`src/rtl/uart_wb_master.sv`:
```
// Bridges a UART byte stream to a pipelined Wishbone initiator.
// Each command frame (read or write) runs one 32-bit bus transaction and produces one response frame.
module uart_wb_master #(
  parameter int unsigned BUS_TIMEOUT = 1024,
  parameter int unsigned RX_TIMEOUT  = 100000
) (
  input  logic        clk,
  input  logic        rst_n,
  input  logic        rx_valid_i,
  input  logic [7:0]  rx_data_i,
  output logic        rx_ready_o,
  output logic        tx_valid_o,
  output logic [7:0]  tx_data_o,
  input  logic        tx_ready_i,
  output logic        wb_cyc_o,
  output logic        wb_stb_o,
  output logic        wb_we_o,
  output logic [31:0] wb_adr_o,
  output logic [31:0] wb_dat_o,
  output logic [3:0]  wb_sel_o,
  input  logic [31:0] wb_dat_i,
  input  logic        wb_ack_i,
  input  logic        wb_err_i,
  input  logic        wb_stall_i
);

  typedef enum logic [2:0] {IDLE, ADDR, DATA, BUS, RESP} state_t;

  localparam logic [7:0] OP_READ   = 8'h01;
  localparam logic [7:0] OP_WRITE  = 8'h02;
  localparam logic [7:0] RSP_READ  = 8'h81;
  localparam logic [7:0] RSP_WRITE = 8'h82;
  localparam logic [7:0] RSP_BERR  = 8'hEE;
  localparam logic [7:0] RSP_BTMO  = 8'hED;
  localparam logic [7:0] RSP_BADOP = 8'hEF;

  state_t      state, state_next;
  logic        armed;
  logic [1:0]  fld_cnt;
  logic [2:0]  byte_cnt;
  logic [31:0] rd_data;
  logic [31:0] idle_cnt;
  logic [31:0] tmo_cnt;

  logic rx_fire, tx_fire, op_known, fld_last, rx_tmo;
  logic bus_ack, bus_err, bus_tmo;

  assign wb_sel_o = 4'hF;
  assign rx_fire  = rx_valid_i & rx_ready_o;
  assign tx_fire  = tx_valid_o & tx_ready_i;
  assign op_known = (rx_data_i == OP_READ) || (rx_data_i == OP_WRITE);
  assign fld_last = (fld_cnt == 2'd3);
  assign rx_tmo   = (RX_TIMEOUT != 0) && !rx_fire && (idle_cnt == RX_TIMEOUT - 1);
  // ack wins over err, and either wins over a timeout landing on the same edge.
  assign bus_ack  = wb_cyc_o & wb_ack_i;
  assign bus_err  = wb_cyc_o & wb_err_i & ~wb_ack_i;
  assign bus_tmo  = wb_cyc_o & ~wb_ack_i & ~wb_err_i & (tmo_cnt == BUS_TIMEOUT - 1);

  // NOTE: sequential state uses <= so every flop samples pre-edge values regardless of block order.
  always_ff @(posedge clk or negedge rst_n) begin
    if (!rst_n) state <= IDLE;
    else        state <= state_next;
  end

  always_comb begin
    // NOTE: default first so no path leaves state_next unassigned (no latch).
    state_next = state;
    unique case (state)
      IDLE: if (rx_fire) state_next = op_known ? ADDR : RESP;
      ADDR: begin
        if (rx_fire && fld_last) state_next = wb_we_o ? DATA : BUS;
        else if (rx_tmo)         state_next = IDLE;
      end
      DATA: begin
        if (rx_fire && fld_last) state_next = BUS;
        else if (rx_tmo)         state_next = IDLE;
      end
      BUS:  if (bus_ack || bus_err || bus_tmo) state_next = RESP;
      RESP: if (tx_fire && byte_cnt == 3'd0) state_next = IDLE;
      default: state_next = IDLE;
    endcase
  end

  // rx stays closed until the first edge after reset release.
  always_comb begin
    rx_ready_o = 1'b0;
    if (armed && (state == IDLE || state == ADDR || state == DATA)) rx_ready_o = 1'b1;
  end

  always_ff @(posedge clk or negedge rst_n) begin
    if (!rst_n) begin
      armed      <= 1'b0;
      wb_cyc_o   <= 1'b0;
      wb_stb_o   <= 1'b0;
      wb_we_o    <= 1'b0;
      wb_adr_o   <= '0;
      wb_dat_o   <= '0;
      tx_valid_o <= 1'b0;
      tx_data_o  <= '0;
      fld_cnt    <= '0;
      byte_cnt   <= '0;
      rd_data    <= '0;
      idle_cnt   <= '0;
      tmo_cnt    <= '0;
    end else begin
      armed <= 1'b1;
      unique case (state)
        IDLE: if (rx_fire) begin
          wb_we_o  <= (rx_data_i == OP_WRITE);
          fld_cnt  <= '0;
          idle_cnt <= '0;
          if (!op_known) begin
            tx_valid_o <= 1'b1;
            tx_data_o  <= RSP_BADOP;
            byte_cnt   <= '0;
          end
        end
        ADDR, DATA: begin
          if (rx_fire) begin
            if (state == ADDR) wb_adr_o <= {wb_adr_o[23:0], rx_data_i};
            else               wb_dat_o <= {wb_dat_o[23:0], rx_data_i};
            fld_cnt  <= fld_cnt + 2'd1;
            idle_cnt <= '0;
            // Launch the bus cycle on the same edge that takes the last command byte.
            if (fld_last && (state == DATA || !wb_we_o)) begin
              wb_cyc_o <= 1'b1;
              wb_stb_o <= 1'b1;
              tmo_cnt  <= '0;
            end
          end else begin
            idle_cnt <= idle_cnt + 32'd1;
          end
        end
        BUS: begin
          if (wb_stb_o && !wb_stall_i) wb_stb_o <= 1'b0;
          tmo_cnt <= tmo_cnt + 32'd1;
          if (bus_ack || bus_err || bus_tmo) begin
            wb_cyc_o   <= 1'b0;
            wb_stb_o   <= 1'b0;
            tx_valid_o <= 1'b1;
            byte_cnt   <= '0;
            if (bus_ack && wb_we_o) tx_data_o <= RSP_WRITE;
            else if (bus_ack) begin
              tx_data_o <= RSP_READ;
              rd_data   <= wb_dat_i;
              byte_cnt  <= 3'd4;
            end
            else if (bus_err) tx_data_o <= RSP_BERR;
            else              tx_data_o <= RSP_BTMO;
          end
        end
        RESP: if (tx_fire) begin
          if (byte_cnt == 3'd0) tx_valid_o <= 1'b0;
          else begin
            tx_data_o <= rd_data[31:24];
            rd_data   <= {rd_data[23:0], 8'h00};
            byte_cnt  <= byte_cnt - 3'd1;
          end
        end
        default: ;
      endcase
    end
  end

endmodule

```
`config.mk`:
```
export PLATFORM = sky130hd
export DESIGN_NAME = uart_wb_master
export DESIGN_NICKNAME = d
export VERILOG_FILES = /design/src/rtl/uart_wb_master.sv
export SDC_FILE = /design/constraint.sdc
export NUM_CORES = 1
export LEC_CHECK = 0
export CELL_PAD_IN_SITES_DETAIL_PLACEMENT = 2
export CELL_PAD_IN_SITES_GLOBAL_PLACEMENT = 2
export CORE_UTILIZATION = 38
export DETAILED_ROUTE_END_ITERATION = 7
export PLACE_DENSITY_LB_ADDON = 0.1
export REMOVE_ABC_BUFFERS = 1
export SKIP_CTS_REPAIR_TIMING = 1
export SYNTH_ARGS = -nofsm -noshare
export SYNTH_HDL_FRONTEND = slang
export SYNTH_SLANG_ARGS = --single-unit
```
`constraint.sdc`:
```
create_clock -name clk -period 3.6 [get_ports clk]
set_clock_uncertainty 0.1 [all_clocks]
set_input_delay 0.9 -clock clk [delete_from_list [all_inputs] [get_ports clk]]
set_output_delay 0.9 -clock clk [all_outputs]
set_load 0.05 [all_outputs]
```
==> results of run 1 <==
## cell usage in the layout (no fill, tap or decap), types with 17 or more instances in the layout
cell type,n
dfrtp_1,181
clkdlybuf4s50_1,122
nand2_1,69
mux2_1,62
nor2_1,47
o21ai_0,45
a21oi_1,30
mux2i_1,30
nand4_1,25
nand3_1,23
buf_4,22
xnor2_1,20
nor4_1,18
clkbuf_16,17
## area by class of cell
type | count | area, um^2
multi-input combinational | 555 | 3820
tap | 280 | 350.3
timing repair buffer | 146 | 1418
fill | 2238 | 11290
sequential | 181 | 4529
clock buffer | 17 | 425.4
clock inverter | 15 | 136.4
inverter | 15 | 56.30
## how the worst min path moves through the flow
| stage | start | endpoint | slack [ps] | cells past startpoint |
|---|---|---|---|---|
| 5_1_grt | rst_n | idle_cnt[14]$_DFFE_PN0P_ | 390 | 1 |
| 2_1_floorplan | fld_cnt[1]$_DFFE_PN0P_ | fld_cnt[1]$_DFFE_PN0P_ | 340 | 2 |
| 6_report | rst_n | idle_cnt[14]$_DFFE_PN0P_ | 360 | 1 |
| 4_1_cts | rst_n | idle_cnt[14]$_DFFE_PN0P_ | 390 | 1 |
| 3_3_place_gp | fld_cnt[1]$_DFFE_PN0P_ | fld_cnt[1]$_DFFE_PN0P_ | 360 | 2 |
| 3_5_place_dp | rd_data[22]$_DFFE_PN0P_ | rd_data[22]$_DFFE_PN0P_ | 370 | 2 |
## power by group through the flow
| stage | sequential [uW] | combinational, uW | clock (uW) |
|---|---|---|---|
| after CTS | 3020 | 2690 | 1890 |
| after global routing | 3090 | 2830 | 1940 |
| after detailed placement | 3040 | 2660 | 0 |
| after global placement | 2980 | 2550 | 0 |
| final | 3020 | 2650 | 1830 |
| after floorplan | 3720 | 919 | 0 |
## per-layer routing
metal	wire length [um]	GRT usage	vias to the layer above
met5	0	0	-
met4	234	0.04858	0
met3	804	0.04152	16
met2	13600	0.4262	98
met1	11310	0.2855	3553
li1	-	-	3137
## worst max-delay path, cell delays in order, from the launching register on
cell             delay, ps
dfrtp_1                580
a21oi_4                350
and2_1                 180
clkdlybuf4s50_1        800
## synth_stat cells (3+ instances only)
cell | n | area (um^2)
nand2b_1 | 3 | 18.77
clkbuf_1 | 17 | 63.81
o31ai_1 | 13 | 97.59
buf_2 | 20 | 100.1
o21ai_1 | 15 | 75.07
xnor2_1 | 20 | 175.2
inv_1 | 15 | 56.30
a2bb2oi_1 | 5 | 43.79
ha_1 | 5 | 62.56
nor3b_1 | 3 | 22.52
o21a_1 | 3 | 22.52
and2_1 | 5 | 31.28
a22o_1 | 13 | 113.9
a31oi_1 | 7 | 43.79
o21ai_0 | 45 | 225.2
buf_1 | 3 | 11.26
nand4b_1 | 3 | 26.28
or4_1 | 14 | 105.1
or3_1 | 8 | 50.05
nand3b_1 | 3 | 22.52
nand3_1 | 23 | 115.1
and3_1 | 10 | 62.56
nor4_1 | 18 | 112.6
buf_4 | 5 | 37.54
and4_1 | 10 | 87.58
mux2_2 | 5 | 56.30
xor2_1 | 3 | 26.28
nand4_1 | 25 | 156.4
nor4b_1 | 3 | 26.28
nand2_1 | 69 | 259.0
o41ai_1 | 3 | 26.28
mux2_1 | 62 | 698.2
mux2i_1 | 30 | 300.3
nor2_1 | 47 | 176.4
a21oi_1 | 30 | 150.1
nor3_1 | 12 | 60.06
dfrtp_1 | 181 | 4529
## registers in the layout (all words and copies together), names as in the netlist
| name | flops |
|---|---|
| armed | 1 |
| byte_cnt | 3 |
| fld_cnt | 2 |
| idle_cnt | 32 |
| rd_data | 32 |
| state | 3 |
| tmo_cnt | 32 |
| tx_data_o | 8 |
| tx_valid_o | 1 |
| wb_adr_o | 32 |
| wb_cyc_o | 1 |
| wb_dat_o | 32 |
| wb_stb_o | 1 |
| wb_we_o | 1 |
## cell families (layout without fill, tap and decap cells)
group,Yosys count,in the layout,synth area share
xor+xnor,23,23,0.02343
simple gates,269,269,0.1693
compound gates,156,156,0.1188
fa+ha+maj,5,5,0.007277
flops,181,181,0.5269
buf+inv,60,193,0.03129
mux,97,97,0.1227
other cells,1,5,0.0004362
## per-stage QoR
| stage | power, uW | hold WS [ps] | cell area (um^2) | TNS (ps) |
|---|---|---|---|---|
| CTS | 7591 | 387.9 | 10740 | 0 |
| finish | 7498 | 355.6 | 10740 | 0 |
| global route | 7864 | 389.6 | 10740 | 0 |
| global placement | 5531 | 355.6 | 10170 | 0 |
| floorplan | 4639 | 342.8 | 8399 | -63440 |
| detailed placement | 5700 | 370.7 | 10170 | 0 |
==> key figures, run 1 <==
Job
  • Max-cap violation count: 0

Placed design
  • RD Place Congestion: 0.7742
  • PortBufs: 123
  • Placed Cells: 1,177
  • Post-DP HPWL: 17,910 um
  • Placement Setup Slack: between 30 and 40 ps

Clocking
  • Worst-path clk slew: 80 ps
  • Clock Tree Buf Depth: 2
  • H-tree depth: 4
  • CTS tree: yes
  • Clk root buf: clkbuf_16
  • CTS Buf Count: 17
  • Clk_lat worst skew: 440 ps
  • Sink Count: 181

GRT
  • Global-route wire length before repair: 42,770 um
  • Remaining global-route overflow: 0
  • Total Routing Usage GR: 0.2327
  • Vias in the first global route: 7,699
  • Largest net degree at the start of global routing: 73
  • Initial antenna violation count: 0

Die
  • Site Rows: 54
  • Initial Util: 0.3903
  • Die ar.: 23,230 um^2
  • IO Pins: 128
  • Die W: about 150 um
  • Core area: 22,030 um^2
  • Die height: 152.4 um

Worst setup path
  • R2r startpoint: wb_cyc_o$_DFFE_PN0P_
  • CP Launch Point: state[0]$_DFFE_PN0P_
  • R2R setup slack: 890 ps
  • Critical Path End: rx_ready_o
  • Reg2Reg Depth: 5
  • Worst path arrival time: 2350 ps
  • Crit. End Element: output pin
  • R2r endpoint: tx_data_o[0]$_DFFE_PN0P_
  • Critical Path RT: 2600 ps
  • CP max FO: 14
  • Setup Crit Path Kind: flip-flop to output pin
  • CP startpoint kind: flip-flop

Layout
  • N_diodes: 0
  • Syn-to-layout area delta: 24.87%
  • Finished Core Util: 0.4874
  • Layout net count: 968
  • Final std cells w/o fill: 1,209
  • Fraction of layout cells with a size suffix above 1: 0.08288

Power and ir drop
  • Pint: 4385 uW
  • Switch share: 0.4151
  • Flop pwr share: 0.402
  • Leak: about 0.0047 uW
  • Pwr/cell area: 698.4 nW/um^2
  • Combinational Power Share: 0.353
  • Clock network fraction of total power: 0.245
  • Switching pwr: slightly above 3000 uW
  • Max VDD drop: 0.3220 mV

Synth
  • Synth Register Bits: about 180
  • Post-Syn Instances: between 700 and 800
  • Yosys warns: 0
  • EDFF count, synth: 0
  • Ys async rst share: 1.000
  • Synthesized area: 8597 um^2
  • Seq/Total Area, Yosys: 0.5269
  • Netlist cell types: 66
  • Synth Area per Inst: 10.85 um^2
  • Ys flop type: dfrtp_1

Outcome
  • Outcome: complete, but fails checks
  • Failing checks: design-rule violations

Detailed routing
  • Routed len/inst: between 20 and 25 um
  • Router iterations before antenna repair: 8
  • Drt drc: 9
  • Via count: 6,804
  • ANT nets after route: 0
  • Via/cell ratio: 5.628
  • Total wire length: approximately 26,000 um
  • Drt first-iter violations: 263

Timing
  • Worst Setup Slack, final: 253.3 ps
  • Final Slew Violations: 0
  • Final hold vios: 0
  • Period minus WS final: 3347 ps
  • RSZ-0062 raised after global routing: false
  • Final period utilization: 0.9296
  • Setup violations, final: 0
  • Slew margin rel.: 0.3106
  • Tightest Pin Transition: 1033 ps
  • Fmax: 0.2988 GHz

Worst hold path
  • Hold WC Path Type: input pin to asynchronous set/reset pin
(Power assumes the default switching activity.)
==> run 2: changes to the inputs <==
--- a/config.mk
+++ b/config.mk
@@ -9,9 +9,11 @@
 export CELL_PAD_IN_SITES_GLOBAL_PLACEMENT = 2
 export CORE_UTILIZATION = 38
 export DETAILED_ROUTE_END_ITERATION = 7
+export MAX_ROUTING_LAYER = met4
 export PLACE_DENSITY_LB_ADDON = 0.1
 export REMOVE_ABC_BUFFERS = 1
 export SKIP_CTS_REPAIR_TIMING = 1
+export SLEW_MARGIN = 20
 export SYNTH_ARGS = -nofsm -noshare
 export SYNTH_HDL_FRONTEND = slang
 export SYNTH_SLANG_ARGS = --single-unit
==> run 2 against run 1 <==
Against the previous run:
- the run still ends with design-rule violations left
- final cell count stayed put
- sequential power about the same
- register-to-register slack about the same
- routed wire length increased by 0.12%
- non-clock buffer count did not move
- die area is the same
==> key figures, run 2 (synthesis gave the netlist of run 1 again) <==
Outcome
  • Outcome: complete, but fails checks
  • Failing checks: design-rule violations

Layout
  • Commonest non-fill, non-tap cell in the layout: dfrtp_1
  • Syn-to-layout area delta: 24.87% (unchanged)
  • Layout net count: 968 (unchanged)
  • Fin area: 10,740 um^2 (unchanged)
  • Final std cells w/o fill: 1,209 (unchanged)
  • Most frequent cells in the layout: 181 x dfrtp_1, 122 x clkdlybuf4s50_1, 69 x nand2_1
  • Finished Core Util: 0.4874 (unchanged)
  • Fill count: 2,238 (unchanged)
  • N_diodes: 0 (unchanged)
  • Fraction of layout cells with a size suffix above 1: 0.08288 (unchanged)

Detailed routing
  • Drt drc: 9 (unchanged)
  • Met3 wire len: 831 um (+3.4%)
  • Drt first-iter violations: 286 (+8.7%)
  • Via/cell ratio: 5.604 (-0.43%)
  • WL met2: 13,460 um (-1.0%)
  • Routed len/inst: 21.48 um (+0.12%)
  • ANT nets after route: 0 (unchanged)
  • Total wire length: 25,970 um (+0.12%)
  • Via count: 6,775 (-0.43%)
  • Router iterations before antenna repair: 8 (unchanged)
  • Top sig layer: met4
  • WL met1: 11,390 um (+0.74%)

Job
  • Max-cap violation count: 0 (unchanged)

Timing
  • Setup violations, final: 0 (unchanged)
  • RSZ-0062 raised after global routing: false
  • Final Slew Violations: 0 (unchanged)
  • Slew margin rel.: 0.3020 (-0.008661)
  • Final period utilization: 0.9314 (+0.001735)
  • Period minus WS final: 3353 ps (+6.247 ps)
  • Final hold vios: 0 (unchanged)
  • Tightest Pin Transition: 1046 ps (+12.98 ps)
  • Fmax: 0.2982 GHz (-0.19%)
  • Worst Setup Slack, final: 247.1 ps (-6.247 ps)

Clocking
  • Clk_lat worst skew: 440 ps (about the same)
  • H-tree depth: 4 (unchanged)
  • Clock Tree Buf Depth: 2 (unchanged)
  • Sink Count: 181 (unchanged)
  • Clk root buf: clkbuf_16
  • CTS Buf Count: 17 (unchanged)
  • Worst-path clk slew: 80 ps (about the same)
  • CTS tree: yes

Power and ir drop
  • Flop pwr share: 0.402 (about the same)
  • Leak: 0.004660 uW (unchanged)
  • Pint: 4385 uW (about the same)
  • Max VDD drop: 0.3209 mV (-0.35%)
  • Combinational Power Share: 0.353 (about the same)
  • Pwr/cell area: 698.5 nW/um^2 (about the same)
  • Switch share: 0.4152 (about the same)
  • Switching pwr: 3113 uW (about the same)
  • Clock network fraction of total power: 0.245 (about the same)

Placed design
  • Post-DP HPWL: 17,910 um (unchanged)
  • Placement Setup Slack: 37.52 ps (unchanged)
  • PortBufs: 123 (unchanged)
  • Placed Cells: 1,177 (unchanged)
  • Placed Instance Area: 10,170 um^2 (unchanged)
  • RD Place Congestion: 0.7847 (+1.4%)

Die
  • Die ar.: 23,230 um^2 (unchanged)
  • Core area: 22,030 um^2 (unchanged)
  • Die height: 152.4 um (unchanged)
  • Initial Util: 0.3903 (unchanged)
  • Site Rows: 54 (unchanged)
  • Die W: 152.4 um (unchanged)
  • IO Pins: 128 (unchanged)

Worst setup path
  • Setup Crit Path Kind: flip-flop to output pin
  • Critical Path RT: 2600 ps (about the same)
  • CP startpoint kind: flip-flop
  • Crit. End Element: output pin
  • Worst path arrival time: 2350 ps (about the same)
  • CP max FO: 14 (unchanged)

GRT
  • Vias in the first global route: 7,676 (-0.30%)
  • Remaining global-route overflow: 0 (unchanged)
  • Global-route wire length before repair: 42,840 um (+0.14%)
  • Total Routing Usage GR: 0.2406 (+0.007927)
  • Largest net degree at the start of global routing: 73 (unchanged)
  • Initial antenna violation count: 0 (unchanged)

Worst hold path
  • Hold WC Path Type: input pin to asynchronous set/reset pin
## run 2: area by class of cell
cell class,instances,area (um^2),area share
Timing Repair Buffer,146,1418,0.1321
Sequential cell,181,4529,0.4219
Tap cell,280,350.3,0.03263
Clock inverter,15,136.4,0.01270
Inverter,15,56.30,0.005245
Clock buffer,17,425.4,0.03963
Multi-Input combinational cell,555,3820,0.3558
## run 2: layer usage
metal | vias up | GRT usage
met5 | - | -
met3 | 18 | 0.03641
li1 | 3139 | -
met1 | 3520 | 0.2905
met4 | 0 | 0.05724
met2 | 98 | 0.4226
## run 2: worst max-delay path: stages (launching register included)
cell	delay [ps]
dfrtp_1	590
a21oi_4	350
and2_1	180
clkdlybuf4s50_1	800
## run 2: path summary, 6_finish.rpt
check                                           end               startpoint  slack [ps]  cells after the start
min reg2reg                 rd_data[22]$_DFFE_PN0P_  rd_data[22]$_DFFE_PN0P_         380                      2
min in group clk            rd_data[22]$_DFFE_PN0P_  rd_data[22]$_DFFE_PN0P_         380                      2
min                        idle_cnt[14]$_DFFE_PN0P_                    rst_n         360                      1
max reg2reg                tx_data_o[0]$_DFFE_PN0P_     wb_cyc_o$_DFFE_PN0P_         880                      5
max                                      rx_ready_o     state[0]$_DFFE_PN0P_         250                      3
max in group asynchronous    rd_data[8]$_DFFE_PN0P_                    rst_n        2130                      2
## run 2: power groups by stage
stage               Combinational [uW]  Clock, uW  Sequential (uW)
detailed placement                2660          0             3040
CTS                               2690       1890             3020
floorplan                          919          0             3720
finish                            2650       1840             3020
global placement                  2550          0             2980
global route                      2830       1940             3090
## run 2: metrics by stage
step	TNS (ps)	power [uW]	hold WS [ps]
detailed placement	0	5700	370.7
global placement	0	5531	355.6
finish	0	7498	364.7
floorplan	-63440	4639	342.8
global route	0	7863	400.7
CTS	0	7591	387.9
==> RTL change (config.mk and constraints of run 2) <==
Re-encode `state_t` (5 states) as Gray code, 3 bits wide.
--- a/src/rtl/uart_wb_master.sv
+++ b/src/rtl/uart_wb_master.sv
@@ -26,3 +26,3 @@
 
-  typedef enum logic [2:0] {IDLE, ADDR, DATA, BUS, RESP} state_t;
+  typedef enum logic [2:0] {IDLE = 3'b000, ADDR = 3'b001, DATA = 3'b011, BUS = 3'b010, RESP = 3'b110} state_t;
 
Check against the original RTL: same outputs for any inputs over 4 cycles, from zero or initial values and one cycle with rst_n low; so few cycles prove little.
==> RTL change against run 2 <==
- total power shrank 17%
- sequential cell count is the same
- setup slack lost 0.073 ns
- synthesized cell count shrank 1.8%
- final area grew 0.27%
- wire length grew 2.1%
- synthesized area shrank 1.1%
- worst hold slack lost 0.22 ns
- die area shrank 1.1%
- first-iteration DRC count shrank 16%
==> RTL change: results (changes against run 2) <==
[clocking]
clkLatencyLatePin_ns = 0.45
path_clk_slew_ns = 0.08  ; about the same
cts_buffer_depth = 2  ; unchanged
clockRootBuffer = clkbuf_16  ; unchanged
htreeDepth = 4  ; unchanged
cts_buffers = 17  ; unchanged

[setup_path]
critPathMaxStageDelay_ns = 0.82  ; was 0.80 ns
critical-path-top-delay-family = buffers and inverters  ; unchanged
r2r_cells = 6  ; was 5
timing.rr.end = tmo_cnt[30]  ; was tx_data_o[0]
regToRegSetupSlack_ns = 0.87
reg2reg_from = tmo_cnt[0]  ; was wb_cyc_o
arrival_ns = 2.43  ; was 2.35 ns
crit_path_top_delay_cell = clkdlybuf4s50_1  ; unchanged
critPathMaxFanout = 17  ; was 14

[placed_design]
dp_slack_ns = 0.251  ; was 0.0375 ns
io_buffer_count = 123  ; unchanged
place_hpwl_um = 17400  ; was 17900 µm
place_inst = 1167  ; was 1177
gp_congestion = 0.771  ; was 0.785
placed_area_um2 = 10100  ; was 10200 µm²

[synth]
synth_compound_area_share_pct = 10.8  ; was 11.9%
synthMuxAreaShare_pct = 12.8  ; was 12.3%
ys_top_cells_by_count = dfrtp_1 (181), nand2_1 (81), o21ai_0 (75)  ; was dfrtp_1 (181), nand2_1 (69), mux2_1 (62)
synthTopCellsByArea = dfrtp_1 (53%), mux2_2 (8.7%), o21ai_0 (4.4%)  ; was dfrtp_1 (53%), mux2_1 (8.1%), mux2i_1 (3.5%)
ys.flop_type = dfrtp_1  ; unchanged
synth_edf_count = 0  ; unchanged
synth_cell_types = 63  ; was 66
ys_warn_count = 0  ; unchanged
synthAdderAreaFrac_pct = 0.736  ; was 0.728%
syn_area_per_cell_um2 = 10.9  ; about the same
synth_seq_area_share_pct = 53.3  ; was 52.7%
yosys.area_share.xor_xnor_pct = 2.47  ; was 2.34%
async_flop_share_pct = 100  ; unchanged

[global_route]
grt_first_pass_wirelength_um = 42400  ; was 42800 µm
grtUsageTotal_pct = 25.1  ; was 24.1%
grt_pass1_vias = 7521  ; was 7676
antenna_found_initial = 1  ; was 0
grt_max_degree = 104  ; was 73

[min_path]
hold_class = in2async  ; unchanged

[power]
ir_worst_vdd_uv = 418  ; was 321 µV
leakage_nw = 4.86  ; was 4.66 nW

[timing]
period_share_pct = 95.2  ; was 93.1%
worst_pin_slew_ns = 0.754  ; was 1.05 ns

[finish]
drive_above_1_share_pct = 15.5  ; was 8.29%
final_cell_count_no_fill = 1200  ; was 1209
num-fill-cells = 2219  ; was 2238
num-nets-final = 958  ; was 968

[drt]
wl_um = 26500  ; was 26000 µm
firstDrtPassIters = 4  ; was 8
drt_iter0_markers = 241  ; was 286
vias_per_cell = 5.58  ; was 5.60

[die]
rows = 54  ; unchanged
initial_core_util_pct = 38.8  ; was 39.0%

[status]
status = finished, final reports clean  ; was finished, violations left

[RTL change: cell count changes in the layout (fill, tap and decap cells not counted), moves of 13 or more]
cell	delta
xnor2_1	-14
mux2_2	+61
mux2_1	-62
o21ai_0	+30
xor2_1	+15
o21ai_1	-13
[RTL change: layer usage]
metal  GRT usage (%)  vias to the layer above  routed length (µm)
met1            29.7                     3512               11000
met2            42.6                      105               14000
met3            6.44                       26                1200
met4            5.69                        0                 311
li1                -                     3058                   -
met5               -                        -                   0
[RTL change: worst max path at each step]
stage,start,to,depth (start not counted)
6_report,state[0],rx_ready_o,3
5_1_grt,state[0],rx_ready_o,3
4_1_cts,state[0],rx_ready_o,3
3_5_place_dp,rx_valid_i,tmo_cnt[28],6
3_3_place_gp,rx_valid_i,tmo_cnt[26],6
2_1_floorplan,state[0],rd_data[10],3
[RTL change: cell families (layout without fill, tap and decap cells)]
group,count (synthesis),count (layout)
buffers and inverters,56,193
adder cells (fa/ha/maj),5,5
AO/OA/AOI/OAI,149,149
multiplexers,98,98
AND/OR/NAND/NOR,264,264
flip-flops,181,181
XOR/XNOR,24,24
other,1,6
[RTL change: cell type report]
type                            instances  area (µm²)  area share, %
Sequential cell                       181        4530           42.1
Multi-Input combinational cell        545        3750           34.9
Antenna cell                            1        2.50         0.0232
Inverter                               16        60.1          0.558
Clock buffer                           17         425           3.95
Tap cell                              280         350           3.25
Timing Repair Buffer                  145        1440           13.3
Clock inverter                         15         209           1.94
[RTL change: worst register-to-register path: stages (launching register included)]
cell and delay [ns]:
dfrtp_1 0.45, ha_1 0.28, nand3_1 0.28, nor3_1 0.46, nand4_1 0.40, or3_1 0.45, a21oi_1 0.22
[RTL change: per-stage QoR]
| stage | hold slack (ns) | utilization, % |
|---|---|---|
| after floorplan | 0.349 | - |
| after global placement | 0.361 | 46.3 |
| after detailed placement | 0.373 | 46.3 |
| after CTS | 0.132 | 49.2 |
| after global routing | 0.134 | 49.2 |
| final | 0.145 | 49.2 |
[RTL change: report_power, final]
| group | internal (mW) | leakage [nW] | switching (mW) | total, mW |
|---|---|---|---|---|
| clock | 1.02 | 0.308 | 0.985 | 2.00 |
| combinational | 0.643 | 2.11 | 1.07 | 1.72 |
| sequential | 2.29 | 2.44 | 0.206 | 2.50 |
